[src/rtl/efc_transition_sequencer.sv]
// Initiator for the EFC place/transition network: picks one enabled, requested transition and fires it.
// Latency: req sampled at edge n, fire/tb_ok in cycle n+1, ack earliest in cycle n+2.
// Backpressure: one transition in flight; req is a level held until ack, disabled requests stay pending.
//
// Ports:
//   clk, reset        rising-edge clock, asynchronous active-low reset
//   req[6:0]          per-transition request, bit i = ti
//   p*_f1/p*_f2/p*_f3 place-marking outputs of FSM1/FSM2/FSM3
//   fire[6:0]         one-hot, one-cycle transition strobe (registered)
//   tb_ok[6:0]        barrier-satisfied strobe, identical timing to fire
//   ack[6:0]          one-cycle pulse when the post-fire marking is confirmed
//   busy, err         not-IDLE indicator; sticky marking-check failure
//   fire_count        confirmed firings, wraps
//   deadlock          no enabled transition for DEADLOCK_CYC idle cycles
// Optional feature macro: EFC_SEQ_DEADLOCK_DET_EN (undefined: deadlock tied 0).
module efc_transition_sequencer #(
  parameter int TIMEOUT      = 4,
  parameter int COUNT_W      = 16,
  parameter int DEADLOCK_CYC = 8
) (
  input  logic               clk,
  input  logic               reset,
  input  logic [6:0]         req,
  input  logic               p0_f1,
  input  logic               p2_f1,
  input  logic               p4_f1,
  input  logic               p6_f1,
  input  logic               p0_f2,
  input  logic               p7_f2,
  input  logic               p1_f3,
  input  logic               p2_f3,
  input  logic               p4_f3,
  input  logic               p6_f3,
  output logic [6:0]         fire,
  output logic [6:0]         tb_ok,
  output logic [6:0]         ack,
  output logic               busy,
  output logic               err,
  output logic [COUNT_W-1:0] fire_count,
  output logic               deadlock
);

  typedef enum logic [1:0] {IDLE, FIRE, WAIT, ERROR} state_t;
  // FSM2 places p3/p5 are not visible on the ports, so they are shadowed here.
  typedef enum logic [1:0] {BR_NONE, BR_P3, BR_P5} br_t;

  // Last timer value still tolerated in WAIT; TIMEOUT WAIT cycles in total.
  localparam logic [3:0] TIMER_LAST = 4'(TIMEOUT - 1);

  state_t     state, state_nxt;
  br_t        br;
  logic [6:0] en, cand, pick, g;
  logic       rr_pri;
  logic [3:0] timer;
  logic       match;

  // Enabling conditions from the current marking.
  always_comb begin
    en    = '0;
    en[0] = p0_f1 & p0_f2 & p1_f3;
    en[1] = p0_f1 & p0_f2 & p1_f3;
    en[2] = p2_f1 & p2_f3;
    en[3] = (br == BR_P3) & ~p0_f2 & ~p7_f2;
    en[4] = p4_f1 & p4_f3;
    en[5] = (br == BR_P5) & ~p0_f2 & ~p7_f2;
    en[6] = p6_f1 & p7_f2 & p6_f3;
  end

  assign cand = req & en;

  // t0/t1 is a free choice resolved round-robin; everything else goes lowest index first.
  always_comb begin
    pick = '0;
    if (cand[0] && cand[1]) pick = rr_pri ? 7'b0000010 : 7'b0000001;
    else                    pick = cand & (~cand + 7'd1);
  end

  // Expected marking after the granted transition has fired.
  assign match = (g[0] & p2_f1 & p2_f3 & ~p0_f2)
               | (g[1] & p4_f1 & p4_f3 & ~p0_f2)
               | ((g[2] | g[4]) & p6_f1 & p6_f3)
               | ((g[3] | g[5]) & p7_f2)
               | (g[6] & p0_f1 & p0_f2 & p1_f3);

  // State register.
  always_ff @(posedge clk or negedge reset) begin
    if (!reset) state <= IDLE;
    else        state <= state_nxt;
  end

  // Next-state logic.
  always_comb begin
    state_nxt = state;
    case (state)
      IDLE:    if (|cand) state_nxt = FIRE;
      FIRE:    state_nxt = WAIT;
      WAIT: begin
        if (match)                    state_nxt = IDLE;
        else if (timer == TIMER_LAST) state_nxt = ERROR;
      end
      ERROR:   state_nxt = ERROR;
      default: state_nxt = IDLE;
    endcase
  end

  // Output decode; ack is a Mealy output so it can appear in the first WAIT cycle.
  always_comb begin
    ack  = '0;
    busy = (state != IDLE);
    err  = (state == ERROR);
    if (state == WAIT && match) ack = g;
  end

  // Grant, strobes, timer and bookkeeping. fire/tb_ok come straight from flops so
  // the async reset clears them without any decode glitch.
  always_ff @(posedge clk or negedge reset) begin
    if (!reset) begin
      g          <= '0;
      fire       <= '0;
      tb_ok      <= '0;
      timer      <= '0;
      rr_pri     <= 1'b0;
      br         <= BR_NONE;
      fire_count <= '0;
    end else begin
      fire  <= '0;
      tb_ok <= '0;
      case (state)
        IDLE: begin
          if (|cand) begin
            g     <= pick;
            fire  <= pick;
            tb_ok <= pick;
          end
        end
        FIRE: timer <= '0;
        WAIT: begin
          if (match) begin
            fire_count <= fire_count + COUNT_W'(1);
            if (g[0] | g[1]) rr_pri <= ~rr_pri;
            if (g[0])                br <= BR_P3;
            else if (g[1])           br <= BR_P5;
            else if (g[3] | g[5])    br <= BR_NONE;
          end else begin
            timer <= timer + 4'd1;
          end
        end
        default: ;
      endcase
    end
  end

`ifdef EFC_SEQ_DEADLOCK_DET_EN
  localparam int DL_W = $clog2(DEADLOCK_CYC + 1);
  logic [DL_W-1:0] idle_cnt;

  // Counts consecutive IDLE cycles with nothing enabled; flag is sticky.
  always_ff @(posedge clk or negedge reset) begin
    if (!reset) begin
      idle_cnt <= '0;
      deadlock <= 1'b0;
    end else if (state == IDLE && en == 7'd0) begin
      if (idle_cnt != DL_W'(DEADLOCK_CYC)) idle_cnt <= idle_cnt + DL_W'(1);
      if (idle_cnt == DL_W'(DEADLOCK_CYC - 1)) deadlock <= 1'b1;
    end else begin
      idle_cnt <= '0;
    end
  end
`else
  assign deadlock = 1'b0;
`endif

endmodule

[config.mk]
export PLATFORM = sky130hd
export DESIGN_NAME = efc_transition_sequencer
export DESIGN_NICKNAME = d
export VERILOG_FILES = /design/src/rtl/efc_transition_sequencer.sv
export SDC_FILE = /design/constraint.sdc
export NUM_CORES = 1
export LEC_CHECK = 0
export BUFFER_PORTS_ARGS = -buffer_cell sky130_fd_sc_hd__buf_2
export CORE_MARGIN = 10
export CORE_UTILIZATION = 30
export CTS_BUF_LIST = sky130_fd_sc_hd__clkbuf_8
export CTS_CLUSTER_DIAMETER = 30
export CTS_CLUSTER_SIZE = 16
export DETAILED_ROUTE_END_ITERATION = 10
export HOLD_SLACK_MARGIN = 0.02
export PLACE_DENSITY = 0.47
export REMOVE_ABC_BUFFERS = 1
export SLEW_MARGIN = 20
export SYNTH_ARGS = -nofsm -noshare
export SYNTH_HDL_FRONTEND = slang
export SYNTH_SLANG_ARGS = --single-unit
[constraint.sdc]
create_clock -name clk -period 2.2 [get_ports clk]
set_input_delay 0.44 -clock clk [delete_from_list [all_inputs] [get_ports clk]]
set_output_delay 0.44 -clock clk [all_outputs]
set_load 0.01 [all_outputs]
==> Yosys cells after proc, flatten, opt, wreduce, memory -nomap -nowiden <==
Index checks and enable logic that the tools add are counted.
{ "classes": {"n_mul": 0, "n_bitwise": 35, "eq_ne": 9, "shift": 0, "n_mux": 14, "reduce_logical": 13, "magnitude_cmp": 0, "addsub": 3, "n_div": 0} }
{ "op_table": {"columns": ["operator", "n"], "rows": [
  ["2-to-1 mux 7 bit", 4],
  ["bitwise AND 1 bit", 22],
  ["adder 16 x 1 -> 16 bit, second input constant", 1],
  ["bitwise AND 7 bit", 2],
  ["2-to-1 mux 2 bit", 7],
  ["one-hot mux 2 bit (4 select lines)", 1],
  ["one-hot mux 4 bit (2 select lines)", 1],
  ["AND reduction 2 bit", 4],
  ["adder 7 x 1 -> 7 bit, second input constant", 1],
  ["NOT 7 bit", 1],
  ["bitwise OR 1 bit", 7],
  ["OR reduction 7 bit", 1],
  ["equality test 2 bit, second input constant", 3],
  ["AND reduction 3 bit", 2],
  ["adder 4 x 1 -> 4 bit, second input constant", 1],
  ["equality test 2 x 1 -> 1 bit, second input constant", 2],
  ["equality test 4 x 2 -> 1 bit, second input constant", 1],
  ["2-to-1 mux 4 bit", 1],
  ["inequality test 2 bit, second input constant", 2],
  ["nonzero test 2 bit", 2],
  ["inequality test 3 bit, second input constant", 1],
  ["NOT 1 bit", 3],
  ["nonzero test 3 bit", 1],
  ["logical AND 1 bit", 2],
  ["logical NOT 2 bit", 1]
]} }
{ "word_totals": {"latchBits": 0, "rom_bits": 0, "elab_cells": 81, "register_bits": 39, "ram_bits": 0, "mem_count": 0} }

==> Depth between registers and ports, before layout <==
{ "depth": {"depth_word": 10, "depth_mapped": 7} }

==> Worst setup path before layout <==
Ideal clock, no wire load.
{ "synth_path": {"path_type": "input to output", "startpoint": "input p0_f2", "endpoint": "output ack[2]", "slack_ps": 360, "path_buffers": 1, "arrival_time_ps": 1400, "cell_stages": 5, "path_cell_list": "nand4b_1 and4_4 a21oi_2 buf_2 and2_1"} }
{ "synth_between": {"elab_chain_cells": 8, "elab_cells_between_ends": 11, "classes_between": "mux (1); bitwise (9); reduce/logical (1)"} }
{ "synth_lines": {"columns": ["element", "line", "rtl"], "rows": [
  ["start: declaration", "28", "input logic p0_f2,"],
  ["NOT 1 bit", "79, 80", null],
  ["bitwise AND 1 bit, on equally long branches", "79, 80", null],
  ["bitwise OR 1 bit", "80", "| (g[1] & p4_f1 & p4_f3 & ~p0_f2)"],
  ["bitwise OR 1 bit", "81", "| ((g[2] | g[4]) & p6_f1 & p6_f3)"],
  ["bitwise OR 1 bit", "82", "| ((g[3] | g[5]) & p7_f2)"],
  ["bitwise OR 1 bit *", "83", "| (g[6] & p0_f1 & p0_f2 & p1_f3);"],
  ["logical AND 1 bit *", "111", "if (state == WAIT && match) ack = g;"],
  ["2-to-1 mux 7 bit *", "111", null],
  ["end: declaration", "36", "output logic [6:0] ack,"]
]} }
Mark *: on every way between the ends. The rest lies on a longest branch, timed or not.

==> Worst setup path after layout <==
{ "layout_path": {"startpoint": "register g[3]", "endpoint": "output ack[0]"} }
{ "layout_between": {"elab_chain_cells": 6} }
{ "layout_lines": {"columns": ["element", "line", "rtl"], "rows": [
  ["start: declaration", "52", "logic [6:0] en, cand, pick, g;"],
  ["start signal: assignment", "131", "g <= pick;"],
  ["bitwise OR 1 bit", "82", null],
  ["bitwise AND 1 bit", "82", null],
  ["bitwise OR 1 bit", "82", null],
  ["bitwise OR 1 bit", "83", null],
  ["logical AND 1 bit", "111", null],
  ["2-to-1 mux 7 bit", "111", null]
]} }
No other way between the ends.

==> results.py <==
metrics = {
    "pwr": {
        "p_comb_frac": 0.038,
        "power.net_switching_uw": 275,
        "p_leak_uw": 0.00130,
        "swShare": 0.213,
        "p_per_area_nw_per_um2": 530,
        "power_frac_seq": 0.556,
        "max-vdd-ir-drop_v": 0.000228,
        "p_int_uw": 1010,
        "clockPowerShare": 0.406,
    },
    "cts": {
        "cts_made_buffers": 5,
        "cts-htree-levels": 2,
        "insertion_delay_ps": 290,
        "cts_tree": "done",
        "cts_max_path_buffers": 2,
        "clkSinkCount": 39,
        "clk_pin_slew_ps": 70,
        "post-cts-setup-buffers": 0,
        "cts_resized": 0,
        "cts_root_buf": "clkbuf_8",
        "cts_hold_buf": 0,
    },
    "yosys": {
        "synth_top_area_frac": 0.490,
        "yosysWarningCount": 0,
        "avgSynthCellArea_sq_um": 10.5,
        "synth.largest_area_cell": "dfrtp_1",
        "ys_top_cells_by_area": "dfrtp_1 49%, nand3_1 4.5%, xor2_1 4.0%",
        "synth.distinct_cells": 43,
        "synth_ff_type": "dfrtp_1",
        "synthTopCellsByCount": "39 x dfrtp_1, 18 x nand3_1, 14 x nand2_1",
        "synth_edf_count": 0,
        "ys_seq_area_frac": 0.490,
        "syn_area_sq_um": 1990,
        "netlist_instances": 189,
        "synth.most_common_cell": "dfrtp_1",
        "synth-async-reset-ratio": 1.00,
        "ys_ff_latch": 39,
    },
    "placed_design": {
        "gp_congestion": 0.767,
        "dp_hpwl_um": 3910,
        "portBuffers": 57,
    },
    "floorplanning": {
        "core_area_sq_um": 6390,
        "rows": 29,
        "die_w_um": 101,
        "die_h_um": 101,
        "die-area_sq_um": 10300,
        "initial_utilization": 0.312,
        "ios": 59,
    },
    "finish": {
        "antennaDiodeCount": 0,
        "fill_cells": 648,
        "drive_gt1_frac": 0.351,
        "fin_util": 0.380,
        "syn_to_final_growth_pct": 22.1,
        "nets": 268,
    },
    "worst_setup_path": {
        "path_max_fanout": 5,
        "reg2reg_from": "g[2]",
        "cp-startpoint": "g[3]",
        "crit_type": "reg2out",
        "cp-end-kind": "primary output",
        "worstRegToRegCells": 5,
        "r2r_end": "timer[3]",
        "r2r_slack_ps": 430,
        "startpoint_type": "flop",
        "required_ps": 1760,
        "arrival_ps": 1630,
        "endpoint": "ack[0]",
    },
    "timing": {
        "setup_viol": 0,
        "fmax_ghz": 0.483,
        "slew_violations": 0,
        "worst_pin_slew_ps": 512,
        "rsz0062_at_grt": "false",
        "timing.final.crit_period_ps": 2070,
        "tns_ps": 0,
        "finClkSkew_ps": 5.44,
        "fin_crit_sh": 0.941,
        "slew_headroom": 0.659,
        "hold_violations": 0,
    },
    "global_routing": {
        "grt_max_degree": 40,
        "grt_pass1_vias": 1746,
        "grt_antenna_before_repair": 0,
        "grt_pass1_wl_um": 8680,
        "grt-ovfl-total": 0,
        "grtUsageTotal": 0.105,
    },
    "outcome": {
        "status": "finished clean",
    },
    "route": {
        "wirelength_um": 5110,
        "vias": 1588,
        "drt_iter0_drc": 59,
        "via_per_inst": 4.89,
        "drcViolationCount": 0,
        "wl_per_cell_um": 15.7,
        "postRouteAntennaNets": 0,
        "first_pass_iters": 4,
    },
    "min_path": {
        "hp-class": "in2async",
    },
    "flow_run": {
        "cap_violations": 0,
    },
}
[state kept, by name, summed over array words and instances, names as in the netlist]
| signal | cells |
|---|---|
| g | 7 |
| br | 2 |
| timer | 4 |
| rr_pri | 1 |
| fire_count | 16 |
| state | 2 |
| tb_ok | 7 |
[per-stage QoR]
step / cells / power [uW] / hold slack, ps / area (sq um) / worst slack [ps]
floorplan: 177 / 740 / 144 / 1900 / 347
global placement: 317 / 780 / 452 / 2320 / 199
detailed placement: 317 / 781 / 456 / 2320 / 179
CTS: 325 / 1320 / 215 / 2420 / 81.5
global route: 325 / 1350 / 253 / 2430 / 23.5
finish: 325 / 1290 / 198 / 2430 / 130
[power groups by stage]
stage                     combinational, uW  clock (uW)  sequential [uW]
after floorplan                        9.50           0              731
after global placement                 49.9           0              730
after detailed placement               50.2           0              730
after CTS                              50.3         549              716
after global routing                   57.1         581              716
final                                  48.9         523              716
[layout make-up]
type / instances / area, sq um / area share
well taps: 77 / 96.3 / 0.0396
clock buffers: 7 / 96.3 / 0.0396
clock inverters: 1 / 3.75 / 0.00154
multi-input cells: 131 / 901 / 0.371
inverters: 7 / 26.3 / 0.0108
repair buffers: 63 / 330 / 0.136
flip-flops and latches: 39 / 976 / 0.402
[layer usage]
layer | wire (um) | track usage
met1 | 2340 | 0.135
met2 | 2220 | 0.155
met3 | 491 | 0.0456
met4 | 66 | 0.0375
met5 | 0 | 0
[placed cells by master, fill, tap and decap left out, drive strengths merged, types with 2 or more instances in the layout]
master / netlist / final
nand4: 6 / 6
nor3: 11 / 11
and4: 2 / 2
or3: 2 / 2
nor2: 8 / 8
a21oi: 4 / 4
nand2: 15 / 15
dfrtp: 39 / 39
buf: 12 / 63
nand3: 18 / 18
o31ai: 3 / 3
xnor2: 7 / 7
ha: 2 / 2
nor2b: 2 / 2
nand3b: 3 / 3
and2: 8 / 8
a21o: 8 / 8
xor2: 9 / 9
nor4: 3 / 3
inv: 7 / 8
nand4b: 2 / 2
clkbuf: 0 / 7
o21ai: 7 / 7
[critical path, stage by stage, from the launching register on]
cell,delay (ps)
dfrtp_1,430
o21ai_0,120
and4_4,220
and2_4,160
nor3_1,240
buf_2,190
[logic make-up after synthesis]
| family | Yosys count | synth area share |
|---|---|---|
| compound gates | 28 | 0.109 |
| flops | 39 | 0.490 |
| xor+xnor | 16 | 0.0704 |
| other cells | 1 | 0.00188 |
| simple gates | 83 | 0.250 |
| fa+ha+maj | 2 | 0.0126 |
| buf+inv | 19 | 0.0610 |
| mux | 1 | 0.00566 |
[how the worst min path moves through the flow]
stage | end | cells after the start
2_1_floorplan | br[0] | 0
3_3_place_gp | fire_count[15] | 1
3_5_place_dp | fire_count[15] | 1
4_1_cts | fire_count[5] | 2
5_1_grt | fire_count[8] | 2
6_report | fire_count[7] | 2
No activity file was read; power rests on OpenSTA's default activity.
